### src/rtl/alu_issue_if.sv
// Upstream instruction and downstream result handshakes of the ALU issue stage.
// The design drives the slave side; an upstream/downstream agent uses master.
interface alu_issue_if #(
    parameter int CNT_W = 16
);
    logic             in_valid;
    logic             in_ready;
    logic [5:0]       in_opcode;
    logic [5:0]       in_funct;
    logic [31:0]      in_rs_val;
    logic [31:0]      in_rt_val;
    logic [15:0]      in_imm;
    logic [4:0]       in_rd;

    logic             out_valid;
    logic             out_ready;
    logic [31:0]      out_result;
    logic             out_zero;
    logic [4:0]       out_rd;
    logic             out_illegal;
    logic [CNT_W-1:0] retired;

    modport master (
        output in_valid, in_opcode, in_funct, in_rs_val, in_rt_val, in_imm, in_rd,
        input  in_ready,
        input  out_valid, out_result, out_zero, out_rd, out_illegal, retired,
        output out_ready
    );

    modport slave (
        input  in_valid, in_opcode, in_funct, in_rs_val, in_rt_val, in_imm, in_rd,
        output in_ready,
        output out_valid, out_result, out_zero, out_rd, out_illegal, retired,
        input  out_ready
    );
endinterface

### src/rtl/alu_issue.sv
// Two-stage issue pipeline: S1 decodes into registered ALU operands, S2 captures
// the external ALU result and presents it downstream with a valid/ready handshake.
module alu_issue #(
    parameter int CNT_W = 16
) (
    input  logic              clk,
    input  logic              rst,
    input  logic              flush,
    alu_issue_if.slave        bus,
    output logic [31:0]       alu_a,
    output logic [31:0]       alu_b,
    output logic [3:0]        alu_op,
    input  logic [31:0]       alu_r,
    input  logic              alu_zf
);
    localparam logic [3:0] OP_ILL = 4'b1111;

    logic             s1_valid;
    logic [4:0]       s1_tag;
    logic             s1_ill;
    logic             s2_valid;
    logic [31:0]      s2_result;
    logic             s2_zero;
    logic [4:0]       s2_tag;
    logic             s2_ill;
    logic [CNT_W-1:0] retired_q;

    logic             s2_free;
    logic             s1_load;
    logic             s2_load;

    logic [31:0]      dec_a;
    logic [31:0]      dec_b;
    logic [3:0]       dec_op;
    logic [4:0]       dec_tag;
    logic             dec_ill;
    logic [31:0]      imm_sext;
    logic [31:0]      imm_zext;

    assign s2_free     = !s2_valid || bus.out_ready;
    assign bus.in_ready = !flush && (!s1_valid || s2_free);
    assign s1_load     = bus.in_valid && bus.in_ready;
    assign s2_load     = !flush && s1_valid && s2_free;

    assign imm_sext = {{16{bus.in_imm[15]}}, bus.in_imm};
    assign imm_zext = {16'h0000, bus.in_imm};

    always_comb begin
        dec_a   = '0;
        dec_b   = '0;
        dec_op  = OP_ILL;
        dec_tag = '0;
        dec_ill = 1'b0;
        case (bus.in_opcode)
            6'b000000: begin
                dec_b   = bus.in_rt_val;
                dec_tag = bus.in_rd;
                case (bus.in_funct)
                    6'b100100: dec_op = 4'b0000;
                    6'b100101: dec_op = 4'b0001;
                    6'b100000: dec_op = 4'b0010;
                    6'b100010: dec_op = 4'b0110;
                    6'b101010: dec_op = 4'b0111;
                    6'b100111: dec_op = 4'b0101;
                    default:   dec_ill = 1'b1;
                endcase
            end
            6'b001000: begin dec_op = 4'b0010; dec_b = imm_sext; dec_tag = bus.in_rd; end
            6'b001010: begin dec_op = 4'b0111; dec_b = imm_sext; dec_tag = bus.in_rd; end
            6'b001100: begin dec_op = 4'b0000; dec_b = imm_zext; dec_tag = bus.in_rd; end
            6'b001101: begin dec_op = 4'b0001; dec_b = imm_zext; dec_tag = bus.in_rd; end
            // BEQ is a subtract whose only useful product is the zero flag
            6'b000100: begin dec_op = 4'b0110; dec_b = bus.in_rt_val; end
            default:   dec_ill = 1'b1;
        endcase
        if (dec_ill) begin
            dec_op  = OP_ILL;
            dec_b   = '0;
            dec_tag = '0;
        end else begin
            dec_a   = bus.in_rs_val;
        end
    end

    always_ff @(posedge clk or posedge rst) begin
        if (rst) begin
            s1_valid <= 1'b0;
            alu_a    <= '0;
            alu_b    <= '0;
            alu_op   <= OP_ILL;
            s1_tag   <= '0;
            s1_ill   <= 1'b0;
        end else if (flush) begin
            s1_valid <= 1'b0;
        end else if (s1_load) begin
            s1_valid <= 1'b1;
            alu_a    <= dec_a;
            alu_b    <= dec_b;
            alu_op   <= dec_op;
            s1_tag   <= dec_tag;
            s1_ill   <= dec_ill;
        end else if (s2_free) begin
            s1_valid <= 1'b0;
        end
    end

    always_ff @(posedge clk or posedge rst) begin
        if (rst) begin
            s2_valid  <= 1'b0;
            s2_result <= '0;
            s2_zero   <= 1'b0;
            s2_tag    <= '0;
            s2_ill    <= 1'b0;
        end else if (flush) begin
            s2_valid  <= 1'b0;
        end else if (s2_load) begin
            s2_valid  <= 1'b1;
            s2_result <= alu_r;
            s2_zero   <= alu_zf;
            s2_tag    <= s1_tag;
            s2_ill    <= s1_ill;
        end else if (bus.out_ready) begin
            s2_valid  <= 1'b0;
        end
    end

    // Counts every completed transfer, including one that coincides with a flush
    always_ff @(posedge clk or posedge rst) begin
        if (rst) begin
            retired_q <= '0;
        end else if (s2_valid && bus.out_ready) begin
            retired_q <= retired_q + 1'b1;
        end
    end

    assign bus.out_valid   = s2_valid;
    assign bus.out_result  = s2_result;
    assign bus.out_zero    = s2_zero;
    assign bus.out_rd      = s2_tag;
    assign bus.out_illegal = s2_ill;
    assign bus.retired     = retired_q;
endmodule

### src/flat_wrapper.sv
// flat-port wrapper written by rule: the top's interface ports become plain ports
module alu_issue_flat 
#(
    parameter int CNT_W = 16
)
  (clk, rst, flush, alu_a, alu_b, alu_op, alu_r, alu_zf, bus_in_valid, bus_in_opcode, bus_in_funct, bus_in_rs_val, bus_in_rt_val, bus_in_imm, bus_in_rd, bus_in_ready, bus_out_valid, bus_out_result, bus_out_zero, bus_out_rd, bus_out_illegal, bus_retired, bus_out_ready);
  alu_issue_if #(.CNT_W(CNT_W)) bus_i ();
  input  logic clk;
  input  logic rst;
  input  logic flush;
  output logic [31:0] alu_a;
  output logic [31:0] alu_b;
  output logic [3:0] alu_op;
  input  logic [31:0] alu_r;
  input  logic alu_zf;
  input wire logic [$bits(bus_i.in_valid)-1:0] bus_in_valid;
  input wire logic [$bits(bus_i.in_opcode)-1:0] bus_in_opcode;
  input wire logic [$bits(bus_i.in_funct)-1:0] bus_in_funct;
  input wire logic [$bits(bus_i.in_rs_val)-1:0] bus_in_rs_val;
  input wire logic [$bits(bus_i.in_rt_val)-1:0] bus_in_rt_val;
  input wire logic [$bits(bus_i.in_imm)-1:0] bus_in_imm;
  input wire logic [$bits(bus_i.in_rd)-1:0] bus_in_rd;
  output wire logic [$bits(bus_i.in_ready)-1:0] bus_in_ready;
  output wire logic [$bits(bus_i.out_valid)-1:0] bus_out_valid;
  output wire logic [$bits(bus_i.out_result)-1:0] bus_out_result;
  output wire logic [$bits(bus_i.out_zero)-1:0] bus_out_zero;
  output wire logic [$bits(bus_i.out_rd)-1:0] bus_out_rd;
  output wire logic [$bits(bus_i.out_illegal)-1:0] bus_out_illegal;
  output wire logic [$bits(bus_i.retired)-1:0] bus_retired;
  input wire logic [$bits(bus_i.out_ready)-1:0] bus_out_ready;
  assign bus_i.in_valid = bus_in_valid;
  assign bus_i.in_opcode = bus_in_opcode;
  assign bus_i.in_funct = bus_in_funct;
  assign bus_i.in_rs_val = bus_in_rs_val;
  assign bus_i.in_rt_val = bus_in_rt_val;
  assign bus_i.in_imm = bus_in_imm;
  assign bus_i.in_rd = bus_in_rd;
  assign bus_in_ready = bus_i.in_ready;
  assign bus_out_valid = bus_i.out_valid;
  assign bus_out_result = bus_i.out_result;
  assign bus_out_zero = bus_i.out_zero;
  assign bus_out_rd = bus_i.out_rd;
  assign bus_out_illegal = bus_i.out_illegal;
  assign bus_retired = bus_i.retired;
  assign bus_i.out_ready = bus_out_ready;
  alu_issue #(.CNT_W(CNT_W)) u_core (.clk(clk), .rst(rst), .flush(flush), .bus(bus_i), .alu_a(alu_a), .alu_b(alu_b), .alu_op(alu_op), .alu_r(alu_r), .alu_zf(alu_zf));
endmodule
### config.mk
export PLATFORM = sky130hd
export DESIGN_NAME = alu_issue_flat
export DESIGN_NICKNAME = d
export VERILOG_FILES = /design/src/rtl/alu_issue_if.sv /design/src/rtl/alu_issue.sv /design/src/flat_wrapper.sv
export SDC_FILE = /design/constraint.sdc
export NUM_CORES = 1
export LEC_CHECK = 0
export ABC_AREA = 0
export BUFFER_PORTS_ARGS = -buffer_cell sky130_fd_sc_hd__buf_2
export CORE_MARGIN = 1.5
export CORE_UTILIZATION = 46
export CTS_BUF_LIST = sky130_fd_sc_hd__clkbuf_8 sky130_fd_sc_hd__clkbuf_16
export DETAILED_ROUTE_END_ITERATION = 7
export GPL_ROUTABILITY_DRIVEN = 0
export MAX_ROUTING_LAYER = met4
export PLACE_DENSITY = 0.84
export SETUP_SLACK_MARGIN = 0.05
export SYNTH_ARGS = -nofsm -noshare
export SYNTH_HDL_FRONTEND = slang
export SYNTH_SLANG_ARGS = --single-unit
### constraint.sdc
create_clock -name clk -period 5.8 [get_ports clk]
set_clock_uncertainty 0.15 [all_clocks]
set_input_delay 1.16 -clock clk [delete_from_list [all_inputs] [get_ports clk]]
set_output_delay 1.16 -clock clk [all_outputs]
set_load 0.05 [all_outputs]
Word-level counts from Yosys, hierarchy flattened
Index checks and enable logic that the tools add are counted.

word-level totals
  output and inout bits = 125
  word-level logic and storage cells = 62
  bits in latches = 0
  register bits after elaboration = 131
  memories = 0
  bits in read-only memories = 0
  memory bits (writable) = 0

operators by class
  add/sub/neg operators = 1
  multiplexer cells = 16
  bitwise logic cells = 1
  shift operators = 0
  reductions and logical operators = 21
  divide/modulo/power cells = 0
  order comparisons = 0
  eq/ne operators = 11
  multiply operators = 0

operators with widths
  operator                                             count
  case mux 32 bit (3 select lines)                     1
  2-to-1 mux 32 bit                                    2
  case mux 4 bit (6 select lines)                      2
  equality test 6 bit, second input constant           6
  equality test 6 x 4 -> 1 bit, second input constant  4
  adder 16 x 1 -> 16 bit, second input constant        1
  2-to-1 mux 5 bit                                     2
  OR reduction 5 bit                                   2
  2-to-1 mux 1 bit                                     7
  equality test 6 x 3 -> 1 bit, second input constant  1
  zero test 6 bit                                      1
  nonzero test 3 bit                                   2
  OR reduction 2 bit                                   3
  OR reduction 6 bit                                   1
  logical AND 1 bit                                    5
  2-to-1 mux 4 bit                                     1
  AND reduction 2 bit                                  2
  zero test 1 bit                                      3
  logical OR 1 bit                                     2
  case mux 1 bit (2 select lines)                      1
  NOT 1 bit                                            1

Longest topological paths before layout
Gate-level depths: netlist (run 1).

  word-level depth = 7
  gate-level depth with buffers = 6
  mapped depth without buffers = 5

Worst setup path after synthesis (run 1)
Ideal clock, no wire load.

  kind = input to output
  start point = input port bus_out_ready
  end point = output port bus_in_ready
  setup slack = 2448 ps
  data required time = 4490 ps
  arrival time = 2042 ps
  cell stages on the path = 2
  cell sequence = and3b_1 -> nor2_1

between the ends
  cells in the longest elaborated chain, start to end = 3

ends and longest elaborated chain
  item                RTL line            text
  start: declaration  flat_wrapper.sv:30  input wire logic [$bits(bus_i.out_ready)-1:0] bus_out_ready;
  logical OR 1 bit    alu_issue.sv:40     assign s2_free = !s2_valid || bus.out_ready;
  logical OR 1 bit    alu_issue.sv:41     assign bus.in_ready = !flush && (!s1_valid || s2_free);
  logical AND 1 bit   alu_issue.sv:41
  end: declaration    flat_wrapper.sv:23  output wire logic [$bits(bus_i.in_ready)-1:0] bus_in_ready;

Every way passes these cells.

Final worst setup path (run 1)
  start point = input port bus_in_funct[4]
  end point = register u_core.s1_tag[1]

between the ends
  cells in the longest elaborated chain, start to end = 5
  elaborated cells on any way between the ends = 10
  those cells by class = eq/ne (6); mux (3); reduce/logical (1)

ends and longest elaborated chain
  item                                   RTL line            text
  start: declaration                     flat_wrapper.sv:18  input wire logic [$bits(bus_i.in_funct)-1:0] bus_in_funct;
  equality test 6 bit                    alu_issue.sv:58     case (bus.in_funct)
  OR reduction 6 bit (no source line) *  --
  2-to-1 mux 1 bit *                     alu_issue.sv:58
  case mux 1 bit (2 select lines) *      alu_issue.sv:54     case (bus.in_opcode)
  2-to-1 mux 5 bit *                     alu_issue.sv:76     if (dec_ill) begin
  end signal: assignment                 alu_issue.sv:100    s1_tag <= dec_tag;
  end: declaration                       alu_issue.sv:19     logic [4:0] s1_tag;

Mark *: on every way between the ends. The rest lies on a longest branch, timed or not.
A chain may end at the register's enable or synchronous reset.

==> results of run 1 <==
==> critical path, stage by stage <==
cell and delay (ps):
buf_2 100, nand2b_1 160, a2111oi_0 920, o211a_1 1030, a32o_1 320
==> sequential cells by signal, indices dropped and copies added, names as in the netlist <==
name	flops
u_core.s1_valid	1
u_core.bus.out_valid	1
u_core.s1_tag	5
u_core.alu_op	4
u_core.bus.out_illegal	1
u_core.alu_a	32
u_core.bus.retired	16
u_core.bus.out_zero	1
u_core.bus.out_result	32
u_core.s1_ill	1
u_core.alu_b	32
u_core.bus.out_rd	5
==> logic make-up (layout without fill, tap and decap cells) <==
group | count (synthesis) | in the layout | synth area share
simple gates | 62 | 62 | 0.0634
flops | 131 | 131 | 0.621
fa+ha+maj | 1 | 1 | 0.00236
xor+xnor | 15 | 15 | 0.0248
compound gates | 117 | 117 | 0.178
other cells | 0 | 2 | 0
buf+inv | 31 | 301 | 0.0253
mux | 40 | 40 | 0.0851
==> power breakdown <==
group          total [µW]  internal, µW  switching (µW)  leakage [µW]
clock network        1030           666             361      0.000310
logic                 558           154             404       0.00175
registers            1040           995            49.7       0.00171
==> routing by layer <==
metal	GRT usage	share of wire	vias up
met2	0.399	0.51	195
met1	0.274	0.40	2158
met4	0.0916	0.014	0
li1	-	-	2004
met5	-	0	-
met3	0.0641	0.078	17
==> through the flow <==
step | power, µW | std cells | setup WS, ps | hold WS, ps
after floorplan | 1450 | 397 | 999 | 308
after global placement | 1610 | 775 | 1960 | 308
after detailed placement | 1620 | 775 | 1910 | 318
after CTS | 2650 | 807 | 2350 | 325
after global routing | 2730 | 809 | 2160 | 328
final | 2630 | 809 | 2290 | 331
==> path summary, 6_finish.rpt <==
check / startpoint / endpoint / slack (ps)
min in group asynchronous: rst / u_core.bus.out_result[5] / 770
setup / recovery: bus_in_funct[4] / u_core.s1_tag[1] / 2290
setup reg to reg: u_core.bus.out_valid / u_core.s1_tag[1] / 3130
max in group asynchronous: rst / u_core.bus.out_result[30] / 3430
hold / removal: u_core.alu_b[9] / u_core.alu_b[9] / 330
hold reg to reg: u_core.alu_b[9] / u_core.alu_b[9] / 330
==> layout by cell type (no fill, tap or decap), types with 3 or more instances in the layout <==
master	count
a32o_1	5
nor2b_1	5
nor3_1	5
nand3_1	7
a22oi_1	16
dfstp_2	4
buf_4	4
nor2_1	17
dfrtp_1	127
a21oi_1	17
xor2_1	8
xnor2_1	7
clkbuf_8	4
clkbuf_16	17
buf_2	259
nand2_1	7
or2_2	4
inv_1	11
o2bb2ai_1	32
clkinv_2	3
mux2_2	40
a22o_1	32
==> cell type report <==
type,count,area share
well taps,140,0.0241
inverters,6,0.00344
flip-flops and latches,131,0.451
multi-input cells,235,0.259
clock buffers,21,0.0660
repair buffers,263,0.182
diodes,2,0.000688
clock inverters,11,0.0134
==> run_results.csv, run 1 <==
group,metric,value,unit
synthesis,ys_seq_elements,131,
synthesis,synth_common_cells,"dfrtp_1 (127), mux2_2 (40), a22o_1 (32), o2bb2ai_1 (32), nor2_1 (18)",
detailed_routing,routed_via_density,5.41,
floorplanning,rows,38,
synthesis,synth-main-ff-cell,"dfrtp_1",
timing,fin_crit,3510,ps
synthesis,ys_types,44,
outcome,status,"completed",
final_layout,syn_to_final_growth,37.5,%
synthesis,synthesis.area,0.00529,mm²
timing,worst_pin_slew,1180,ps
clock_tree,clockBufferDepth,2,
critical_path,end_kind,"flop",
global_route,grt_pass1_wl,20800,µm
detailed_routing,drt_iter0_drc,213,
run,cap_violations,0,
timing,hold_viol,0,
synthesis,synth_seq_area_share,0.621,
timing,slew_headroom,0.214,
synthesis,yosysWarnings,0,
synthesis,yosys.cell_count.top_type,"dfrtp_1",
place,place_area,0.00669,mm²
clock_tree,cts_tree,"done",
final_layout,seq_area,0.00328,mm²
detailed_routing,avgRoutedWirePerCell,17.7,µm
final_layout,layout.nets,790,
global_route,track_usage,0.239,
final_layout,fillCellCount,828,
global_route,grt_max_degree,73,
synthesis,synth_top_cell_by_area,"dfrtp_1",
final_layout,layout-drive-gt1-share,0.514,
clock_tree,cts.sinks,131,
timing,tns,0,ps
timing,drv_slew,0,
detailed_routing,num_vias,4374,
power,power-per-cell-area,361,mW/mm²
synthesis,synth.net_count,533,
final_layout,multi_input_area,0.00188,mm²
final_layout,design_area,0.00728,mm²
synthesis,synth_top_area_frac,0.601,
critical_path,crit_type,"input pin to flop",
clock_tree,post-cts-setup-buffer-count,0,
floorplanning,initial_core_util,0.480,
synthesis,synth_area_leaders,"dfrtp_1 (60%), mux2_2 (8.5%), a22o_1 (5.3%), o2bb2ai_1 (5.3%), a22oi_1 (2.3%)",
clock_tree,clk_pin_slew,60,ps
floorplanning,dieWidth,110,µm
detailed_routing,wl,14300,µm
worst_hold_path,holdCritPathClass,"flop to flop",
floorplanning,dieArea,0.0122,mm²
critical_path,cp.required,5990,ps
clock_tree,clock-root-buffer,"clkbuf_16",
floorplanning,core,0.0110,mm²
timing,fmax,0.285,GHz
critical_path,crit_fanout,39,
clock_tree,clock_latency,410,ps
global_route,antenna_found_initial,2,
clock_tree,cts_resized,0,
worst_hold_path,whs_path_depth,1,
detailed_routing,ant_nets,0,
detailed_routing,firstDrtPassIters,4,
timing,timing.final.crit_share,0.606,
clock_tree,cts_buffers,17,
floorplanning,num_io_pins,260,
critical_path,worstRegToRegCells,4,
global_route,overflow,0,
synthesis,synth_edf_count,0,
floorplanning,die_y,110,µm
timing,rsz0062_at_grt,"no",
timing,final-setup-viol-count,0,
clock_tree,h-tree-depth,4,
final_layout,fin_util,0.660,
critical_path,arrival,3710,ps
synthesis,synthArstFlopShare,1.00,
power,leakagePower,0.00377,µW
synthesis,synth_cells,397,
global_route,grt_pass1_vias,4179,
synthesis,synth.avg_cell_area,13.3,µm²
clock_tree,postCtsHoldBufs,0,
place,portBuffers,259,
place,dpl.hpwl,10700,µm
critical_path,cp-start-kind,"input pin",
power,ir_drop,306,µV
detailed_routing,drc,0,
No activity file was read; power rests on OpenSTA's default activity.
==> run 2: changes to the inputs <==
- ABC_AREA: 0 -> 1
- CORE_UTILIZATION: 46 -> 48
- PLACE_DENSITY: 0.84 -> 0.85
- clock period: 5.8 -> 3.4 ns (I/O delays scaled with it)
==> run_results.csv, run 2 <==
group,metric,value,unit
outcome,status,"completed",
critical_path,crit_type,"flop to output port",
timing,setup_ws,1150,ps
final_layout,layout-drive-gt1-share,0.488,
critical_path,path_depth,4,
synthesis,ys_seq_elements,131,
timing,tns,0,ps
global_route,overflow,0,
critical_path,r2r_slack,1250,ps
floorplanning,rows,40,
timing,drv_slew,0,
final_layout,fillCellCount,1000,
clock_tree,clk_pin_slew,50,ps
critical_path,crit_path_top_delay_cell,"dfrtp_1",
power,leakagePower,0.00439,µW
timing,fmax,0.445,GHz
critical_path,end_kind,"output port",
final_layout,final_common_cell,"buf_2",
synthesis,synth_cells,588,
final_layout,final_cell_mix,"buf_2 (259), nand2_1 (152), dfrtp_1 (127), inv_1 (77), o21ai_2 (67)",
floorplanning,dieArea,0.0131,mm²
timing,timing.final.crit_share,0.662,
synthesis,synthArstFlopShare,1.00,
detailed_routing,drt_iter0_drc,262,
detailed_routing,avgRoutedWirePerCell,14.0,µm
detailed_routing,firstDrtPassIters,4,
timing,final-setup-viol-count,0,
detailed_routing,num_vias,4995,
critical_path,critPathBufInv,2,
worst_hold_path,holdCritPathClass,"input pin to async pin",
final_layout,antennaDiodeCount,0,
synthesis,synth_common_cells,"nand2_1 (152), dfrtp_1 (127), inv_1 (77), o21ai_2 (67), mux2_2 (38)",
floorplanning,num_io_pins,260,
synthesis,synth_seq_area_share,0.552,
synthesis,synth_top_area_frac,0.534,
floorplanning,die_y,114,µm
clock_tree,post-cts-setup-buffer-count,0,
critical_path,endpoint,"bus_in_ready",
timing,slew_headroom,0.354,
synthesis,synth.avg_cell_area,10.1,µm²
synthesis,yosysWarnings,0,
floorplanning,initial_core_util,0.493,
floorplanning,core,0.0121,mm²
detailed_routing,routed_via_density,4.85,
clock_tree,cts_resized,0,
critical_path,critPathLaunch,"u_core.bus.out_valid",
global_route,grt_pass1_wl,22700,µm
global_route,grt_max_degree,132,
final_layout,seq_area,0.00328,mm²
critical_path,slowest_delay,420,ps
synthesis,ys_types,30,
place,dpl.hpwl,10600,µm
floorplanning,dieWidth,114,µm
detailed_routing,ant_nets,0,
global_route,track_usage,0.234,
final_layout,multi_input_area,0.00223,mm²
critical_path,cp.required,2570,ps
synthesis,synth-main-ff-cell,"dfrtp_1",
clock_tree,clockBufferDepth,2,
critical_path,cp-start-kind,"flop",
critical_path,cpLargestDelayFamily,"flip-flops",
detailed_routing,drc,0,
critical_path,crit_fanout,4,
synthesis,synth_area_leaders,"dfrtp_1 (53%), o21ai_2 (9.9%), nand2_1 (9.6%), mux2_2 (7.2%), inv_1 (4.9%)",
global_route,antenna_found_initial,0,
synthesis,synthesis.area,0.00595,mm²
timing,hold_viol,0,
synthesis,yosys.cell_count.top_type,"nand2_1",
synthesis,synth.net_count,724,
critical_path,timing.rr.end,"u_core.bus.out_result[6]",
global_route,grt_pass1_vias,4731,
run,cap_violations,0,
place,portBuffers,259,
clock_tree,cts.sinks,131,
critical_path,cp_cell_sequence,"nand3_1, nand2_1, inv_1, buf_2",
clock_tree,cts_tree,"done",
synthesis,synth_edf_count,0,
timing,fin_crit,2250,ps
power,ir_drop,286,µV
clock_tree,h-tree-depth,4,
place,place_ws,805,ps
final_layout,syn_to_final_growth,34.1,%
clock_tree,cts_buffers,17,
critical_path,r2r_start,"u_core.bus.out_valid",
synthesis,synth_top_cell_by_area,"dfrtp_1",
timing,rsz0062_at_grt,"no",
clock_tree,clock-root-buffer,"clkbuf_16",
clock_tree,clock_latency,420,ps
timing,worst_pin_slew,968,ps
clock_tree,postCtsHoldBufs,0,
detailed_routing,wl,14400,µm
final_layout,layout.nets,984,
power,power-per-cell-area,575,mW/mm²
critical_path,worstRegToRegCells,3,
critical_path,arrival,1420,ps
-- run 2: cell types whose count changed after synthesis, sizes merged, moves of 32 or more --
cell | before | now
nand2 | 8 | 153
o21ai | 1 | 72
a22o | 32 | 0
o2bb2ai | 32 | 0
inv | 6 | 78
-- run 2: cells by family after synthesis --
group,share of synthesized area
AND/OR/NAND/NOR,0.154
AO/OA/AOI/OAI,0.127
flip-flops,0.552
buffers and inverters,0.0745
multiplexers,0.0720
adder cells (fa/ha/maj),0.00210
XOR/XNOR,0.0177
-- run 2: power breakdown --
part / internal [µW] / switching (µW)
Combinational: 264 / 713
Sequential: 1700 / 82.9
Clock: 1160 / 663
Total: 3130 / 1460
-- run 2: tightest hold or removal path, stage by stage --
cell and delay [ps]:
buf_2 110, clkinvlp_4 70, buf_12 460
-- run 2: how the worst min path moves through the flow --
| stage | start | end | slack, ps | depth (start not counted) |
|---|---|---|---|---|
| after floorplan | u_core.s1_tag[0] | u_core.s1_tag[0] | 300 | 2 |
| after global placement | u_core.alu_a[26] | u_core.alu_a[26] | 310 | 2 |
| after detailed placement | u_core.alu_op[1] | u_core.alu_op[1] | 310 | 2 |
| after CTS | flush | u_core.s1_valid | 260 | 2 |
| after global routing | flush | u_core.s1_valid | 260 | 2 |
| final | rst | u_core.bus.out_result[8] | 280 | 3 |
-- run 2: metal layers --
layer,global-route usage,up-vias,wire [µm]
li1,-,2409,-
met1,0.253,2344,5610
met2,0.398,215,7350
met3,0.0868,27,1120
met4,0.0833,0,310
met5,-,-,0
-- run 2: layout make-up --
type	count	area share
Timing Repair Buffer	264	0.170
Clock buffer	18	0.0551
Tap cell	168	0.0264
Inverter	78	0.0372
Sequential cell	131	0.412
Clock inverter	14	0.0202
Multi-Input combinational cell	356	0.279
-- run 2: metrics by stage --
step                power [µW]  cell area (µm²)  std cells  hold WS [ps]   util
floorplan                 2500             5950        588           301      -
global placement          2770             7370        997           311  0.611
detailed placement        2790             7370        997           307  0.611
CTS                       4630             7980       1029           264  0.661
global route              4770             7980       1029           259  0.661
finish                    4580             7980       1029           275  0.661
==> run 3: changes to the inputs <==
- CORE_UTILIZATION: 48 -> 43
- PLACE_DENSITY: 0.85 -> 0.81
- clock period: 3.4 -> 1.9 ns (I/O delays scaled with it)
==> run_results.csv, run 3 (synthesis gave the netlist of run 2 again) <==
group,metric,value,unit
outcome,status,"completed",
timing,timing.final.crit_share,0.930,
clock_tree,post-cts-setup-buffer-count,0,
clock_tree,h-tree-depth,4,
detailed_routing,avgRoutedWirePerCell,13.7,µm
critical_path,crit_type,"flop to output port",
critical_path,worstRegToRegCells,7,
global_route,top_usage_layer,"met2",
critical_path,cp-start-kind,"flop",
global_route,grt_pass1_vias,4890,
timing,hold_viol,0,
timing,holdWs,23.9,ps
clock_tree,cts.sinks,131,
floorplanning,die_y,121,µm
final_layout,seq_area,0.00328,mm²
floorplanning,dieArea,0.0145,mm²
power,power-per-cell-area,1040,mW/mm²
floorplanning,dieWidth,121,µm
final_layout,final_cell_mix,"buf_2 (258), nand2_1 (152), dfrtp_1 (127), inv_1 (77), o21ai_2 (67)",
timing,rsz0062_at_grt,"no",
place,portBuffers,259,
timing,final-setup-viol-count,0,
worst_hold_path,holdCritPathClass,"input pin to flop",
detailed_routing,firstDrtPassIters,5,
timing,worst_pin_slew,367,ps
place,dp.cells,1017,
critical_path,r2r_start,"u_core.bus.out_valid",
global_route,use_met1,0.248,
clock_tree,clock-root-buffer,"clkbuf_16",
final_layout,layout-drive-gt1-share,0.495,
floorplanning,core,0.0133,mm²
critical_path,crit_fanout,4,
floorplanning,initial_core_util,0.446,
timing,drv_slew,0,
detailed_routing,wl,14400,µm
global_route,grt_pass1_wl,23200,µm
final_layout,antennaDiodeCount,0,
global_route,track_usage,0.211,
global_route,grt_util_met2,0.350,
clock_tree,cts_buffers,17,
detailed_routing,routed_via_density,4.73,
clock_tree,clockBufferDepth,2,
timing,setup_ws,133,ps
place,dpl.hpwl,10900,µm
critical_path,timing.rr.end,"u_core.bus.retired[13]",
global_route,grt_max_degree,55,
final_layout,syn_to_final_growth,38.4,%
critical_path,r2r_slack,170,ps
final_layout,final_common_cell,"buf_2",
global_route,overflow,0,
global_route,antenna_found_initial,0,
clock_tree,cts_tree,"done",
final_layout,multi_input_area,0.00223,mm²
critical_path,end_kind,"output port",
final_layout,final_cells,1050,
worst_hold_path,worstHoldStart,"flush",
place,place_ws,74.9,ps
final_layout,fin_util,0.617,
final_layout,layout.nets,997,
power,leakagePower,0.00453,µW
detailed_routing,ant_nets,0,
clock_tree,clk_pin_slew,50,ps
critical_path,cp.required,1370,ps
detailed_routing,drc,0,
run,cap_violations,0,
detailed_routing,drt_iter0_drc,270,
timing,fin_crit,1770,ps
final_layout,fillCellCount,1123,
global_route,use_met3,0.0566,
timing,slew_headroom,0.755,
floorplanning,num_io_pins,260,
critical_path,critPathLaunch,"u_core.bus.out_valid",
critical_path,arrival,1240,ps
floorplanning,rows,42,
detailed_routing,num_vias,4962,
clock_tree,clock_latency,400,ps
worst_hold_path,whs_path_depth,2,
timing,fmax,0.566,GHz
power,ir_drop,501,µV
worst_hold_path,hold_end,"u_core.s1_valid",
==> run 3: changes by cell type in the layout (fill, tap and decap cells not counted), sizes merged <==
| cell | before | now |
|---|---|---|
| clkinv | 5 | 4 |
| buf | 264 | 276 |
| clkinvlp | 5 | 3 |
| bufinv | 3 | 5 |
| dlygate4sd3 | 0 | 1 |
| clkbuf | 18 | 19 |
==> run 3: critical path: stages (launching register included) <==
cell and delay, ps:
dfrtp_1 430, nand3_2 120, nand2_1 60, inv_1 60, buf_6 160
==> run 3: timing repair <==
item | 4_1_cts | 5_1_grt
gates resized for setup | 2 | 1
hold endpoints to repair | 13 | 0
setup endpoints to repair | 1 | 1
hold buffers | 1 | 0
==> run 3: layer usage <==
metal | vias to the layer above | routed length, µm
li1 | 2439 | -
met1 | 2303 | 6120
met2 | 198 | 7150
met3 | 22 | 942
met4 | 0 | 223
met5 | - | 0
==> run 3: layout make-up <==
type / instances / area share
inverter: 78 / 0.0360
tap: 176 / 0.0268
timing repair buffer: 277 / 0.187
multi-input combinational: 356 / 0.271
sequential: 131 / 0.399
clock buffer: 19 / 0.0550
clock inverter: 13 / 0.0249
==> run 3: worst max-delay path by stage <==
stage / endpoint
floorplan: u_core.alu_a[0]
global placement: u_core.alu_op[0]
detailed placement: u_core.alu_a[10]
CTS: bus_in_ready
global route: u_core.bus.retired[14]
finish: bus_in_ready
==> run 3: per-stage QoR <==
step | total power [µW] | setup TNS, ps | cell area (µm²)
4_1_cts | 8640 | 0 | 8220
3_3_place_gp | 4980 | 0 | 7550
6_report | 8540 | 0 | 8230
5_1_grt | 8890 | 0 | 8230
3_5_place_dp | 5010 | 0 | 7550
2_1_floorplan | 4470 | -31890 | 5950
==> run 3: power by group <==
group          internal [µW]  switching [µW]
sequential              3040             147
clock                   2400            1180
combinational            495            1280
total                   5930            2610
